[src/rtl/fetch_queue.sv]
// -----------------------------------------------------------------------------
// FetchQueue (module fetch_queue)
//
// Purpose:
//   Small circular FIFO sitting between the fetch stage (PC register and
//   instruction memory) and the decode stage. Each fetched word is stored
//   together with its PC and PC+4. The oldest entry is presented to decode.
//   When the queue is full, it stalls the PC register.
//   A flush (branch/jump redirect) throws away everything queued plus any
//   word arriving in the same cycle.
//
// Ports:
//   clk         in   rising-edge clock
//   reset       in   asynchronous active-low reset (0 = reset asserted)
//   push_valid  in   fetched word valid this cycle
//   instr_f     in   fetched instruction word
//   pc_f        in   PC of the fetched word
//   flush       in   redirect: discard all queued and incoming entries
//   pop_ready   in   decode consumes the head this cycle
//   stall_f     out  queue full; holds the PC register
//   valid_d     out  head entry valid
//   instr_d     out  head instruction, NOP (addi x0,x0,0) when empty
//   pc_d        out  head PC, 0 when empty
//   pcplus4_d   out  head PC+4, 0 when empty
//   count       out  current occupancy, 0..DEPTH
// -----------------------------------------------------------------------------
module fetch_queue #(
    parameter  int WIDTH = 32,
    parameter  int DEPTH = 4,
    localparam int PTRW  = $clog2(DEPTH)
) (
    input  logic             clk,
    input  logic             reset,
    input  logic             push_valid,
    input  logic [WIDTH-1:0] instr_f,
    input  logic [WIDTH-1:0] pc_f,
    input  logic             flush,
    input  logic             pop_ready,
    output logic             stall_f,
    output logic             valid_d,
    output logic [WIDTH-1:0] instr_d,
    output logic [WIDTH-1:0] pc_d,
    output logic [WIDTH-1:0] pcplus4_d,
    output logic [PTRW:0]    count
);

    localparam logic [PTRW:0]    FULL_COUNT = (PTRW+1)'(DEPTH);
    localparam logic [PTRW:0]    COUNT_ONE  = (PTRW+1)'(1);
    localparam logic [PTRW-1:0]  PTR_ONE    = PTRW'(1);
    localparam logic [WIDTH-1:0] NOP_INSTR  = WIDTH'(32'h0000_0013);
    localparam logic [WIDTH-1:0] PC_STEP    = WIDTH'(4);

    logic [WIDTH-1:0] r_instr [DEPTH];
    logic [WIDTH-1:0] r_pc    [DEPTH];
    logic [WIDTH-1:0] r_pc4   [DEPTH];

    logic [PTRW-1:0]  r_wr_ptr;
    logic [PTRW-1:0]  r_rd_ptr;
    logic [PTRW:0]    r_count;

    logic             w_full;
    logic             w_empty;
    logic             w_push;
    logic             w_pop;

    assign w_full  = (r_count == FULL_COUNT);
    assign w_empty = (r_count == '0);

    // A pop frees a slot in the same cycle, so a full queue can still accept a
    // push when decode is draining it. Flush overrides both operations.
    assign w_pop  = pop_ready & ~w_empty & ~flush;
    assign w_push = push_valid & ~flush & (~w_full | w_pop);

    // Entry storage needs no reset. Stale slots are never visible, because
    // the head mux below is gated by occupancy.
    always_ff @(posedge clk) begin
        if (w_push) begin
            r_instr[r_wr_ptr] <= instr_f;
            r_pc[r_wr_ptr]    <= pc_f;
            r_pc4[r_wr_ptr]   <= pc_f + PC_STEP;
        end
    end

    // Pointers wrap naturally because DEPTH is a power of two.
    // Flush returns the queue to its reset shape, so the next word lands in
    // slot 0.
    always_ff @(posedge clk or negedge reset) begin
        if (!reset) begin
            r_wr_ptr <= '0;
            r_rd_ptr <= '0;
            r_count  <= '0;
        end else if (flush) begin
            r_wr_ptr <= '0;
            r_rd_ptr <= '0;
            r_count  <= '0;
        end else begin
            if (w_push) begin
                r_wr_ptr <= r_wr_ptr + PTR_ONE;
            end
            if (w_pop) begin
                r_rd_ptr <= r_rd_ptr + PTR_ONE;
            end
            case ({w_push, w_pop})
                2'b10:   r_count <= r_count + COUNT_ONE;
                2'b01:   r_count <= r_count - COUNT_ONE;
                default: r_count <= r_count;
            endcase
        end
    end

    // Outputs depend only on registered state. Decode sees a harmless NOP
    // with zero PCs whenever nothing is queued.
    always_comb begin
        valid_d   = ~w_empty;
        stall_f   = w_full;
        count     = r_count;
        instr_d   = NOP_INSTR;
        pc_d      = '0;
        pcplus4_d = '0;
        if (!w_empty) begin
            instr_d   = r_instr[r_rd_ptr];
            pc_d      = r_pc[r_rd_ptr];
            pcplus4_d = r_pc4[r_rd_ptr];
        end
    end

endmodule

[config.mk]
export PLATFORM = sky130hd
export DESIGN_NAME = fetch_queue
export DESIGN_NICKNAME = d
export VERILOG_FILES = /design/src/rtl/fetch_queue.sv
export SDC_FILE = /design/constraint.sdc
export NUM_CORES = 1
export LEC_CHECK = 0
export BUFFER_PORTS_ARGS = -buffer_cell sky130_fd_sc_hd__clkbuf_2
export CORE_AREA = 2 2 212 214
export DETAILED_ROUTE_END_ITERATION = 8
export DIE_AREA = 0 0 214 216
export PLACE_DENSITY_LB_ADDON = 0.12
export SLEW_MARGIN = 30
export SYNTH_ARGS = -nofsm -noshare
export SYNTH_HDL_FRONTEND = slang
export SYNTH_SLANG_ARGS = --single-unit
[constraint.sdc]
create_clock -name clk -period 3.5 [get_ports clk]
set_input_delay 0.175 -clock clk [delete_from_list [all_inputs] [get_ports clk]]
set_output_delay 0.175 -clock clk [all_outputs]
set_load 0.005 [all_outputs]
### Yosys cells after proc, flatten, opt, wreduce, memory -nomap -nowiden

Memory sizes are Yosys's and may differ from the RTL's.
Cells that the tools add are included.

* register bits after elaboration: 7
* bits in writable memories: 384
* bits of input ports: 69
* output and inout bits: 101
* word-level logic and storage cells: 37
* memories: 3

Memory list
* r_instr: depth 4, width 32, rd ports 1, clocked after Yosys merged registers in 0, write ports 1, line 53 `logic [WIDTH-1:0] r_instr [DEPTH];`
* r_pc: depth 4, width 32, rd ports 1, clocked after Yosys merged registers in 0, write ports 1, line 54 `logic [WIDTH-1:0] r_pc [DEPTH];`
* r_pc4: depth 4, width 32, rd ports 1, clocked after Yosys merged registers in 0, write ports 1, line 55 `logic [WIDTH-1:0] r_pc4 [DEPTH];`

* add/subtract/negate cells: 5
* equality and inequality tests: 3
* muxes and demuxes: 11
* bitwise logic cells: 8
* reduce and logical (&&, ||, !) cells: 4

Operator list (number)
* $mux 32: 3
* $add 32x3->32 const B: 1
* $mux 2: 4
* $pmux 3 s2: 1
* $add 2x1->2 const B: 2
* $and 1x1->1: 4
* $reduce_bool 2->1: 2
* $add 3x1->3 const B: 1
* $eq 3x3->1 const B: 1
* $logic_not 3->1: 1
* $mux 3: 1
* $not 1->1: 3
* $reduce_bool 3->1: 1
* $sub 3x1->3 const B: 1
* $eq 2x1->1 const B: 1
* $eq 2x2->1 const B: 1
* $mux 1: 2
* $or 1x1->1: 1

### Depth between registers and ports, before layout

Gate-level depths: netlist (run 1).

* depth after elaboration: 9
* depth in mapped cells: 8
* mapped depth without buffers: 8

### Worst setup path after synthesis (run 1)

Ideal clock, no wire load.

* path type: register -> register
* start: reg r_count[0], in the netlist count[0]
* end: mem r_instr[0][0] (enable)
* setup time: 464 ps
* arrival: 3148 ps
* data required time: 3036 ps
* path slack: -112 ps
* cell stages (with the launch flop): 5
* path buffers: 0
* clock period less this slack: 3612 ps
* cell sequence: dfrtp_1 > or2_1 > o31ai_2 > nor2_1 > and2_1

* word-level cells in the longest chain between the ends: 8
* elaborated cells between the ends (all ways): 10
* those cells by class: eq/ne (1); mux (2); bitwise (6); reduce/logical (1)

RTL lines
* start: declaration: line 59 `logic [PTRW:0] r_count;`
* start signal: assignment: line 104 `2'b10: r_count <= r_count + COUNT_ONE;`
* start signal: assignment: line 105 `2'b01: r_count <= r_count - COUNT_ONE;`
* start signal: assignment: line 106 `default: r_count <= r_count;`
* $logic_not 3->1: line 67 `assign w_empty = (r_count == '0);`
* $not 1->1: line 71 `assign w_pop = pop_ready & ~w_empty & ~flush;`
* $and 1x1->1 (2 in a row): line 71
* $or 1x1->1 *: line 72 `assign w_push = push_valid & ~flush & (~w_full | w_pop);`
* $and 1x1->1 *: line 72
* $mux 1 *: line 77 `if (w_push) begin`
* $mux 1 (implied by the code) *: line 78 `r_instr[r_wr_ptr] <= instr_f;`
* end: declaration: line 53

Mark *: on every way between the ends. The rest lies on a longest branch, timed or not.

### Worst setup path after layout (run 1)

* start: reg r_rd_ptr[0]
* end: out instr_d[0]

* word-level cells in the longest chain between the ends: 2

RTL lines
* start: declaration: line 58 `logic [PTRW-1:0] r_rd_ptr;`
* start signal: assignment: line 101 `r_rd_ptr <= r_rd_ptr + PTR_ONE;`
* $mem_v2 4x32
* $mux 32: line 120 `if (!w_empty) begin`
* end: declaration: line 41 `output logic [WIDTH-1:0] instr_d,`

No other way between the ends.

==> results.cfg, run 1 <==
[synth]
synthTopCellsByArea = edfxtp_1 74%, mux4_2 14%, and2_1 3.9%
netlist_area_mm2 = 0.0153
ys_warn_count = 0
ys_seq_elements = 383
yosysUniqueCellTypes = 39
synth_top_area_share_pct = 73.9
synth_nets = 811
synthFlopType = edfxtp_1
synthArstFlopShare_pct = 1.83
syn_avg_cell_area_um2 = 20.7
synth_seq_area_share_pct = 75.1
syn-instance-count = 736
post-synth-top-area-cell = edfxtp_1
yosysMostFrequentCell = edfxtp_1
synth-edff-count = 376
synth_common_cells = 376 x edfxtp_1, 96 x and2_1, 94 x mux4_2

[drt]
antenna_left = 0
wl_um = 33500
drt_first_iter_violations = 384
via_count = 7716
wl_per_cell_um = 20.7
drtPass1Iterations = 5
drcViolationCount = 0
drt-vias-per-instance = 4.78

[sta]
relSlewSlack_pct = 52.3
fin_hold_ws_ns = 0.0717
hold_violations = 0
finalMaxSlewViolations = 0
worst_pin_slew_ns = 0.710
tns_ns = 0
clock_skew_ns = 0.0142
max_freq_mhz = 371
post-route-min-period_ns = 2.70
timing.final.crit_share_pct = 77.0
setup_viol = 0
setup_ws_ns = 0.803
rsz0062_at_grt = no

[grt]
antenna_found_initial = 1
grt_pass1_vias = 8340
grt_max_degree = 57
grt_overflow = 0
grt_pass1_wl_um = 51200
track_usage_pct = 14.7

[finish]
fin_cells = 1614
area_growth_pct = 24.0
fin_area_mm2 = 0.0189
nets = 1073
drive_gt1_share_pct = 34.6
fillCellCount = 3850
diodes = 0
multi_input_area_mm2 = 0.00358
fin_util_pct = 43.2
layout.area.seq_mm2 = 0.0115

[floorplanning]
die_w_um = 214
die_y_um = 216
fp.dieArea_mm2 = 0.0462
core_area_mm2 = 0.0438
initial_core_util_pct = 34.8
ios = 170
row_count = 77

[clocking]
htreeDepth = 2
post_cts_buffers = 0
cts_hold_buf = 67
cts_buffers = 42
root_buffer = clkbuf_16
clk_transition_reported_paths_ns = 0.06
clock_path_buffers = 3
clock-sinks = 383
clk_latency_ns = 0.55
cts_tree = done
ctsResizeCount = 0

[outcome]
outcome = completed

[critical_path]
slowest_delay_ns = 0.71
path_cells = buf_12, mux4_2, or2_2, clkbuf_2
worstSetupPathType = reg2out
cp_slowest_cell = dfrtp_4
critPathCaptureType = primary output
start_kind = flop
crit_arrival_ns = 2.52
critical_path_required_ns = 3.32
critPathMaxFanout = 30

[pwr]
p_leak_nw = 6.37
power.share.clock_pct = 39.4
p_switching_mw = 2.44
p_seq_share_pct = 48.3
peakVddDrop_v = 0.000360
netSwitchingFraction_pct = 22.3
comb_power_share_pct = 12.3
powerDensity_mw_per_mm2 = 576
internal-power_mw = 8.47
p_total_mw = 10.9

[placement]
hpwlAfterDp_um = 20300
place_area_mm2 = 0.0170
dp.cells = 1479
routabilityCongestion = 0.701
pre_cts_slack_ns = 1.10
numPortBuffers = 169

[min_path]
hold_path_class = in2reg

[run]
cap_violations = 0
power groups by stage:
stage	Clock, mW	Sequential, mW	Combinational, mW
3_5_place_dp	0	5.37	1.33
4_1_cts	4.44	5.27	1.40
6_report	4.30	5.27	1.34
3_3_place_gp	0	5.37	1.33
2_1_floorplan	0	5.32	0.794
5_1_grt	4.61	5.28	1.49
cell type report:
class	instances	area share (%)
inverter	7	0.139
multi-input combinational	307	18.9
timing repair buffer	257	9.56
clock buffer	54	5.90
sequential	383	60.6
tap	592	3.91
clock inverter	14	1.02
state kept, by name, summed over array words and instances, names as in the netlist:
register and flops:
r_instr 128, r_pc 126, r_pc4 122, count 3
r_rd_ptr 2, r_wr_ptr 2
cells in the final DEF (no fill, tap or decap), types with 2 or more instances in the layout:
| cell type | Yosys | layout |
|---|---|---|
| inv_1 | 7 | 6 |
| and2_4 | 0 | 4 |
| xor2_1 | 6 | 6 |
| nor3_1 | 3 | 3 |
| and3_1 | 5 | 5 |
| nand4_1 | 9 | 9 |
| ha_1 | 5 | 5 |
| nor2_1 | 14 | 14 |
| dfrtp_1 | 7 | 5 |
| clkbuf_2 | 0 | 169 |
| bufinv_16 | 0 | 5 |
| buf_12 | 0 | 11 |
| edfxtp_1 | 376 | 376 |
| dfrtp_4 | 0 | 2 |
| or2_2 | 4 | 4 |
| mux4_2 | 94 | 94 |
| nand2_1 | 10 | 10 |
| clkbuf_1 | 17 | 11 |
| xnor2_1 | 26 | 26 |
| clkinv_2 | 0 | 4 |
| and2_1 | 96 | 92 |
| buf_4 | 2 | 10 |
| dlygate4sd3_1 | 0 | 67 |
| nand3_1 | 13 | 13 |
| mux2i_1 | 3 | 3 |
| and4_1 | 2 | 2 |
| clkinv_1 | 0 | 4 |
| clkbuf_16 | 0 | 43 |
worst max-delay path, delay by kind of cell, from the launching register on:
kind / cells / cell delay [ns]
buf+inv: 2 / 0.44
flops: 1 / 0.71
mux: 1 / 0.52
simple gates: 1 / 0.28
path summary, 6_finish.rpt:
check	from	end	slack (ns)	depth (start not counted)
worst max-delay path	r_rd_ptr[0]$_DFFE_PN0P_	instr_d[0]	0.80	4
worst min-delay path	push_valid	count[0]$_DFFE_PN0P_	0.07	3
worst max register to register	count[0]$_DFFE_PN0P_	r_pc[1][25]$_DFFE_PP_	1.14	5
worst min register to register	r_wr_ptr[1]$_DFFE_PN0P_	r_wr_ptr[1]$_DFFE_PN0P_	0.60	2
max in group asynchronous	reset	r_rd_ptr[1]$_DFFE_PN0P_	2.53	3
min in group asynchronous	reset	r_wr_ptr[0]$_DFFE_PN0P_	0.65	3
per-layer routing:
metal	part of all wire (%)	global-route usage [%]	vias to the layer above	wire length, um
li1	-	-	3463	-
met1	46	20.2	4041	15300
met2	48	23.9	160	16200
met3	3.6	2.42	52	1220
met4	2.3	5.01	0	759
met5	0	0	-	0
logic make-up after synthesis:
family,count (synthesis),share of synthesized area (%)
DFF,383,75.1
and+or+nand+nor,164,6.48
AOI/OAI and AO/OA,8,0.451
muxes,97,14.1
xor gates and xnor gates,32,1.84
adders and majority gates,6,0.541
buffers and inverters,46,1.54
Power figures use the tool's default switching activity.
==> run 2: changes to the inputs <==
- ABC_AREA: unset -> 1
- CORE_AREA: 2 2 212 214 -> 2 2 216 218
- DIE_AREA: 0 0 214 216 -> 0 0 218 220
- clock period: 3.5 -> 2.8 ns (I/O delays scaled with it)
==> results.cfg, run 2 <==
[synth]
synth_seq_area_share_pct = 72.5
synth-edff-count = 376
synth_top_area_share_pct = 71.4
netlist_area_mm2 = 0.0158
ys_warn_count = 0
synth_nets = 1426
syn_avg_cell_area_um2 = 11.7
synthTopCellsByArea = edfxtp_1 71%, nor2_1 9.9%, o21ai_0 4.8%
synth_common_cells = 418 x nor2_1, 376 x edfxtp_1, 152 x o21ai_0
syn-instance-count = 1351
synthArstFlopShare_pct = 1.83
yosysUniqueCellTypes = 28
ys_seq_elements = 383
synthFlopType = edfxtp_1
post-synth-top-area-cell = edfxtp_1
yosysMostFrequentCell = nor2_1

[finish]
nets = 1658
layout_common_cells = 414 x nor2_1, 376 x edfxtp_1, 169 x clkbuf_2
final_common_cell = nor2_1
largest_reg_flops = 128
area_growth_pct = 22.4
fin_area_mm2 = 0.0194
regMostFlops = r_instr
diodes = 0
fillCellCount = 4393
drive_gt1_share_pct = 16.4
fin_util_pct = 42.2
reg_top3 = r_instr x128, r_pc x126, r_pc4 x122

[clocking]
clk_transition_reported_paths_ns = 0.06
ctsResizeCount = 0
clock_path_buffers = 3
clock-sinks = 383
root_buffer = clkbuf_16
post_cts_buffers = 0
cts_hold_buf = 67
clk_latency_ns = 0.57
htreeDepth = 2
cts_buffers = 43
cts_tree = done

[critical_path]
cp_slowest_cell = dfrtp_1
cp.depth = 6
slowest_delay_ns = 0.41
r2r_cells = 5
path_cells = inv_1, nand2_1, clkinv_2, buf_4, a21oi_1, clkbuf_2
crit_buf_inv = 4
critPathMaxFanout = 36
critPathCaptureType = primary output
worstSetupPathType = reg2out
crit_arrival_ns = 2.43
start_kind = flop
critical_path_required_ns = 2.66
path_delay_family = buffers and inverters

[floorplanning]
die_y_um = 220
row_count = 79
die_w_um = 218
ios = 170
core_area_mm2 = 0.0459
fp.dieArea_mm2 = 0.0480
initial_core_util_pct = 34.5

[sta]
tns_ns = 0
clock_skew_ns = 0.0225
hold_violations = 0
relSlewSlack_pct = 60.3
timing.final.crit_share_pct = 91.7
finalMaxSlewViolations = 0
worst_pin_slew_ns = 0.595
post-route-min-period_ns = 2.57
setup_viol = 0
rsz0062_at_grt = no
max_freq_mhz = 390
setup_ws_ns = 0.233

[run]
cap_violations = 0

[placement]
hpwlAfterDp_um = 24700
pre_cts_slack_ns = 0.751
routabilityCongestion = 0.822
place_area_mm2 = 0.0174
numPortBuffers = 169

[min_path]
hold_path_depth = 5
hold_path_class = in2reg

[pwr]
powerDensity_mw_per_mm2 = 784
p_total_mw = 15.2
p_leak_nw = 6.99
peakVddDrop_v = 0.000427

[drt]
drt-vias-per-instance = 4.83
via_count = 10700
antenna_left = 0
wl_per_cell_um = 19.0
drt_first_iter_violations = 555
drtPass1Iterations = 5
wl_um = 42200
drcViolationCount = 0

[grt]
grt_overflow = 0
track_usage_pct = 17.7
grt_pass1_vias = 10600
antenna_found_initial = 1
grt_max_degree = 95
grt_pass1_wl_um = 63800

[outcome]
outcome = completed
## run 2: per-layer routing
layer,wire (um),track usage (%),part of all wire (%),vias to the layer above
met5,11,0,0.026,-
met4,1060,6.17,2.5,2
met3,1630,2.69,3.9,69
met2,20200,29.4,48,220
met1,19300,23.7,46,5264
li1,-,-,-,5182
## run 2: worst paths after layout
path	from	end	slack (ns)
max	count[2]$_DFFE_PN0P_	pcplus4_d[15]	0.23
min	pop_ready	r_rd_ptr[0]$_DFFE_PN0P_	0.05
max reg2reg	count[0]$_DFFE_PN0P_	r_pc4[2][14]$_DFFE_PP_	0.81
min reg2reg	count[2]$_DFFE_PN0P_	count[2]$_DFFE_PN0P_	0.58
max in group asynchronous	reset	r_rd_ptr[0]$_DFFE_PN0P_	1.86
min in group asynchronous	reset	count[2]$_DFFE_PN0P_	0.60
## run 2: cell type report
cell class | count | area [um2] | area share, %
clock inverter | 21 | 134 | 0.691
inverter | 36 | 140 | 0.723
multi-input combinational | 859 | 3850 | 19.9
sequential | 383 | 11500 | 59.2
clock buffer | 56 | 1140 | 5.91
tap | 607 | 759 | 3.92
timing repair buffer | 260 | 1870 | 9.66
## run 2: kinds of logic (layout without fill, tap and decap cells)
family          after synthesis  in the layout  share of synthesized area, %
simple gates                552            552                          13.6
flops                       383            383                          72.5
compound gates              285            285                          9.09
buf+inv                     109            373                          3.42
xor+xnor                     16             16                         0.886
fa+ha+maj                     6              6                         0.522
## run 2: power breakdown
part / internal, mW / switching (mW)
clock: 2.97 / 2.20
sequential: 6.56 / 0.0907
combinational: 1.15 / 2.21
total: 10.7 / 4.50
## run 2: through the flow
| step | hold WS (ns) | std cells |
|---|---|---|
| 6_report | 0.0530 | 2222 |
| 5_1_grt | 0.0401 | 2222 |
| 4_1_cts | 0.00330 | 2222 |
| 3_5_place_dp | 0.00717 | 2078 |
| 3_3_place_gp | 0.00617 | 2078 |
| 2_1_floorplan | -0.156 | 1351 |
## run 2: worst min-delay path, stage by stage
cell	delay (ns)
clkbuf_2	0.11
inv_1	0.07
a21oi_1	0.09
nor2_1	0.10
nor2_1	0.05
